`config.mk`:
```
export PLATFORM = sky130hd
export DESIGN_NAME = cossin_arbiter
export DESIGN_NICKNAME = d
export VERILOG_FILES = /design/src/rtl/cossin_arbiter.sv
export SDC_FILE = /design/constraint.sdc
export NUM_CORES = 1
export LEC_CHECK = 0
export ABC_AREA = 1
export CAP_MARGIN = 20
export CELL_PAD_IN_SITES_DETAIL_PLACEMENT = 1
export CELL_PAD_IN_SITES_GLOBAL_PLACEMENT = 1
export CORE_MARGIN = 4
export CORE_UTILIZATION = 28
export DETAILED_ROUTE_END_ITERATION = 8
export GPL_TIMING_DRIVEN = 0
export PLACE_DENSITY_LB_ADDON = 0.1
export SYNTH_ARGS = -nofsm -noshare
export SYNTH_HDL_FRONTEND = slang
export SYNTH_SLANG_ARGS = --single-unit
```
`constraint.sdc`:
```
create_clock -name clk -period 2.9 [get_ports clk]
set_clock_uncertainty 0.05 [all_clocks]
set_input_delay 0.435 -clock clk [delete_from_list [all_inputs] [get_ports clk]]
set_output_delay 0.435 -clock clk [all_outputs]
set_load 0.005 [all_outputs]
```
`src/rtl/cossin_arbiter.sv`:
```
// Three-slot round-robin arbiter that shares one CORDIC cos/sin engine.
// The engine is reset and the operation is reported with err=1 if it does
// not answer within TIMEOUT wait cycles.
//
// Handshake: req[k] is a level held from request until the cycle after
// done[k] pulses. Only IDLE samples req, and beta_in is captured once, at
// grant time. cossin_start is a one-cycle strobe. cossin_done is honoured
// only in WAIT, and cossin_cos/cossin_sin are taken in that same cycle.
module cossin_arbiter #(
  parameter int N       = 32,
  parameter int TIMEOUT = 4096
) (
  input  logic           clk,
  input  logic           rst,
  input  logic [2:0]     req,
  input  logic [3*N-1:0] beta_in,
  output logic [2:0]     gnt,
  output logic [2:0]     done,
  output logic           err,
  output logic [N-1:0]   cos_out,
  output logic [N-1:0]   sin_out,
  output logic           busy,
  output logic           cossin_start,
  output logic [N-1:0]   cossin_beta,
  input  logic           cossin_done,
  input  logic [N-1:0]   cossin_cos,
  input  logic [N-1:0]   cossin_sin,
  output logic           cossin_rst_n,
  output logic [2:0]     dbg_state_o
);

  typedef enum logic [2:0] {
    S_IDLE    = 3'd0,
    S_ISSUE   = 3'd1,
    S_WAIT    = 3'd2,
    S_RECOVER = 3'd3,
    S_RESP    = 3'd4
  } state_t;

  localparam logic [12:0] TIMER_LAST = 13'(TIMEOUT - 1);
  localparam logic [12:0] TIMER_SAT  = 13'h1fff;

  state_t       state_q, state_d;
  logic [1:0]   ptr_q, ptr_d;
  logic [2:0]   gnt_q, gnt_d;
  logic         err_q, err_d;
  logic [N-1:0] cos_q, cos_d;
  logic [N-1:0] sin_q, sin_d;
  logic [N-1:0] beta_q, beta_d;
  logic [12:0]  timer_q, timer_d;
  logic         rec_q, rec_d;
  logic         rst_n_q, rst_n_d;

  logic         pick_valid;
  logic [1:0]   pick_idx;
  logic [2:0]   cand;
  logic [N-1:0] pick_beta;

  // Round-robin search: offsets 2,1,0 are visited so the nearest one to ptr wins.
  always_comb begin
    pick_valid = 1'b0;
    pick_idx   = 2'd0;
    cand       = 3'd0;
    for (int i = 2; i >= 0; i--) begin
      cand = {1'b0, ptr_q} + 3'(i);
      if (cand >= 3'd3) cand = cand - 3'd3;
      if (req[cand[1:0]]) begin
        pick_valid = 1'b1;
        pick_idx   = cand[1:0];
      end
    end
  end

  // Angle of the slot being granted.
  always_comb begin
    case (pick_idx)
      2'd1:    pick_beta = beta_in[2*N-1:N];
      2'd2:    pick_beta = beta_in[3*N-1:2*N];
      default: pick_beta = beta_in[N-1:0];
    endcase
  end

  // Next-state logic for the arbitration / CORDIC supervision FSM.
  always_comb begin
    state_d = state_q;
    ptr_d   = ptr_q;
    gnt_d   = gnt_q;
    err_d   = err_q;
    cos_d   = cos_q;
    sin_d   = sin_q;
    beta_d  = beta_q;
    timer_d = timer_q;
    rec_d   = rec_q;
    case (state_q)
      S_IDLE: begin
        if (pick_valid) begin
          gnt_d   = 3'b001 << pick_idx;
          beta_d  = pick_beta;
          state_d = S_ISSUE;
        end
      end
      S_ISSUE: begin
        timer_d = 13'd0;
        state_d = S_WAIT;
      end
      S_WAIT: begin
        // A done arriving in the last timer cycle still counts as success.
        if (cossin_done) begin
          cos_d   = cossin_cos;
          sin_d   = cossin_sin;
          err_d   = 1'b0;
          state_d = S_RESP;
        end else if (timer_q == TIMER_LAST) begin
          rec_d   = 1'b0;
          state_d = S_RECOVER;
        end else if (timer_q != TIMER_SAT) begin
          timer_d = timer_q + 13'd1;
        end
      end
      S_RECOVER: begin
        cos_d = '0;
        sin_d = '0;
        err_d = 1'b1;
        if (rec_q) state_d = S_RESP;
        else       rec_d   = 1'b1;
      end
      S_RESP: begin
        case (gnt_q)
          3'b010:  ptr_d = 2'd2;
          3'b100:  ptr_d = 2'd0;
          default: ptr_d = 2'd1;
        endcase
        gnt_d   = 3'b000;
        state_d = S_IDLE;
      end
      default: state_d = S_IDLE;
    endcase
    // Engine reset is held low for exactly the cycles spent in RECOVER.
    rst_n_d = (state_d != S_RECOVER);
  end

  // State and datapath registers with synchronous reset.
  always_ff @(posedge clk) begin
    if (rst) begin
      state_q <= S_IDLE;
      ptr_q   <= 2'd0;
      gnt_q   <= 3'b000;
      err_q   <= 1'b0;
      cos_q   <= '0;
      sin_q   <= '0;
      beta_q  <= '0;
      timer_q <= 13'd0;
      rec_q   <= 1'b0;
      rst_n_q <= 1'b0;
    end else begin
      state_q <= state_d;
      ptr_q   <= ptr_d;
      gnt_q   <= gnt_d;
      err_q   <= err_d;
      cos_q   <= cos_d;
      sin_q   <= sin_d;
      beta_q  <= beta_d;
      timer_q <= timer_d;
      rec_q   <= rec_d;
      rst_n_q <= rst_n_d;
    end
  end

  assign gnt          = gnt_q;
  assign done         = (state_q == S_RESP) ? gnt_q : 3'b000;
  assign err          = err_q;
  assign cos_out      = cos_q;
  assign sin_out      = sin_q;
  assign busy         = (state_q != S_IDLE);
  assign cossin_start = (state_q == S_ISSUE);
  assign cossin_beta  = beta_q;
  assign cossin_rst_n = rst_n_q;
  assign dbg_state_o  = state_q;

endmodule

```
==> results.md <==
- Status: finished clean
- H-tree levels: 4
- YS warnings: 0
- Register-to-Register Path Depth: 17
- Gr usage total: 19.3%
- Worst-path maximum fanout: 10
- PortBufs: 274
- Skew-Pair Late Insertion Delay: 0.42 ns
- NumNets Final: 1,242
- MaxCap Viol Count: 0
- Dominant synthesized flop cell: dfxtp_1
- Fin. Hold Viols: 0
- Post-synthesis sequential area ratio: 42.3%
- Gpl congestion: 0.803
- Sink Count: 120
- Worst Max-Slew Pin Slew: 0.674 ns
- Worst Path Arrival: 2.94 ns
- CTS clk-pin slew, worst paths: 0.06 ns
- CTS tree: yes
- Hold WS: 0.392 ns
- Worst Setup Start Kind: flop
- Total Negative Setup Slacks: 0 ns
- First-pass GRT wire length: 34.0 mm
- Crit. End Element: flop
- Vias per Instance: 4.53
- Longest Clk Path Bufs: 2
- Largest net degree at the start of global routing: 17
- R2r endpoint: cossin_beta[30]
- Root Buffer: clkbuf_16
- Tot Pwr: 0.00602 W
- Post-synthesis register bit count: 120
- Synthesized netlist cell count: 778
- Max-slew violations: 0
- Die ar.: 22,600 µm²
- TritonCTS Buffers: 17
- Post-CTS Hold Fix Bufs: 0
- Die width: 150 µm
- Routed vias: 6,102
- Final period util: 92.3%
- Syn Area/Cell: 7.31 µm²
- WL final: 22.1 mm
- HP Class: reg -> reg
- IO Pins: 275
- Hold path startpoint: timer_q[12]
- First-pass detailed-route iteration total: 4
- Initial core utilization: 28.8%
- Hold endpoint: timer_q[12]
- Critical path class: reg -> reg
- Die Y: 150 µm
- Layout cells sized above 1: 11.7%
- Count of final setup violators: 0
- Tmin final: 2.68 ns
- Global route total overflow: 0
- Vias in the first global route: 6,214
- Area delta synth->final: 66.0%
- Row Count: 51
- R2R Path Start: ptr_q[0]
- Initial antenna violation count: 0
- Async SR Flop Fraction: 0%
- Post-synth EDFFs: 0
- PD cells: 638 nW/µm²
- Drt initial violations: 155
- N_diodes: 0
- CP required: 3.16 ns
- Worst rel slew slack: 55.1%
- Synth Cell Area: 5680 µm²
- Post-synth net total: 952
- Post-DRT Antenna Nets: 0
- Core Box Area: 19,700 µm²
- WHS Path Cells: 2
- Leak pwr: 3.61 nW
- Routed length per instance: 16.4 µm
- Fmax: 373 MHz
- DRC Markers: 0
- R2R Setup Slk: 0.22 ns
- RSZ-0062 raised after global routing: true
- Count of different cell masters after synthesis: 38
- Postcts setup bufs: 0
- Worst vdd ir: 238 µV
- Post-Route Utilization: 47.9%
- Post-detail-place hpwl: 17.5 mm
## stage by stage
| step | setup slack, ns | area [µm²] | std cells |
|---|---|---|---|
| after floorplan | 0.329 | 5680 | 778 |
| after detailed placement | -0.425 | 8760 | 1317 |
| after global routing | -0.00122 | 9440 | 1346 |
| after global placement | -0.371 | 8760 | 1317 |
| final | 0.223 | 9440 | 1346 |
| after CTS | 0.0375 | 9420 | 1347 |
## power breakdown
group          internal (W)  leakage (nW)  switching, W
combinational      0.000882          2.31      0.000833
clock               0.00149         0.316      0.000860
sequential          0.00183         0.978      0.000128
total               0.00420          3.61       0.00182
## per-layer routing
layer | vias up | wire [µm] | global-route usage [%]
li1 | 3101 | - | -
met1 | 2784 | 9440 | 23.0
met2 | 200 | 10300 | 32.7
met3 | 17 | 2090 | 7.07
met4 | 0 | 226 | 4.89
met5 | - | 0 | 0
## placed cells by master, fill, tap and decap left out, types with 2 or more instances in the layout
cell               n
clkdlybuf4s50_1  274
nand2_1          272
dfxtp_1          119
a21oi_1           77
nor2_1            61
nor2_2            34
a22o_1            32
o21ai_0           30
inv_1             29
nand3_1           17
clkbuf_16         17
buf_6             13
clkbuf_1          11
buf_4             10
o21ai_1            8
ha_1               6
inv_2              5
nand2_2            5
inv_6              5
a21oi_2            4
nand3_2            4
bufinv_16          4
clkbuf_2           3
buf_2              3
nand4_1            3
xnor2_1            3
nand3b_1           3
a31oi_1            2
clkbuf_4           2
xor2_1             2
clkinv_4           2
inv_8              2
## worst max-delay path, cell delays in order, from the launching register on
cell and delay (ns):
dfxtp_2 0.36, inv_1 0.06, ha_1 0.35, inv_2 0.10, nand2_1 0.07, nor2_2 0.14
a21oi_4 0.06, o21ai_0 0.07, o211ai_1 0.11, nand2_1 0.10, inv_1 0.09, ha_4 0.31
inv_1 0.08, clkbuf_4 0.21, nand2_1 0.09, nand2_1 0.07, o21ai_0 0.19, nor2_1 0.05
## worst max path at each step
stage / slack [ns] / endpoint / cells after the start / start
after global routing: -0.001 / cossin_beta[29] / 17 / ptr_q[0]
after floorplan: 0.33 / cossin_beta[12] / 18 / ptr_q[0]
after global placement: -0.37 / cossin_beta[30] / 16 / req[1]
final: 0.22 / cossin_beta[30] / 17 / ptr_q[0]
after CTS: 0.04 / cossin_beta[30] / 17 / ptr_q[0]
after detailed placement: -0.42 / cossin_beta[30] / 16 / req[1]
## timing repair
action	CTS	global route
setup endpoints to repair	31	31
pin swaps	0	0
gates resized for setup	8	17
## synth_stat cells, types with 5 or more instances
library cell  instances  area [µm²]
clkbuf_1             20        75.1
a22o_1               32         280
buf_4                 6        45.0
inv_2                 5        18.8
nand3_1              17        85.1
o21ai_1               5        25.0
buf_6                13         146
o21ai_0              33         165
dfxtp_1             120        2400
nand2_1             272        1020
nand2_2               5        31.3
nor2_1               61         229
inv_1                29         109
buf_2                 6        30.0
a21oi_1              77         385
ha_1                  8         100
nor2_2               34         213
## kinds of logic (layout without fill, tap and decap cells)
group	after synthesis	after routing	share of synthesized area, %
AO/OA/AOI/OAI	159	159	16.9
XOR/XNOR	5	5	0.771
adder cells (fa/ha/maj)	8	8	1.76
buffers and inverters	82	385	7.90
flip-flops	120	120	42.3
AND/OR/NAND/NOR	404	404	30.4
## state kept, by name (all words and copies together), names as in the netlist
name / cells
gnt: 3
dbg_state_o: 3
timer_q: 13
cossin_rst_n: 1
cos_out: 32
sin_out: 32
err: 1
cossin_beta: 32
rec_q: 1
ptr_q: 2
## final cells by class
cell class,instances,area (µm²)
clock buffers,18,439
fillers,2398,10300
inverters,35,134
plain buffers,44,327
multi-input cells,576,2850
clock inverters,14,211
repair buffers,274,2740
well taps,265,332
flip-flops and latches,120,2400
Note: power is estimated with default switching activity, not from simulation.
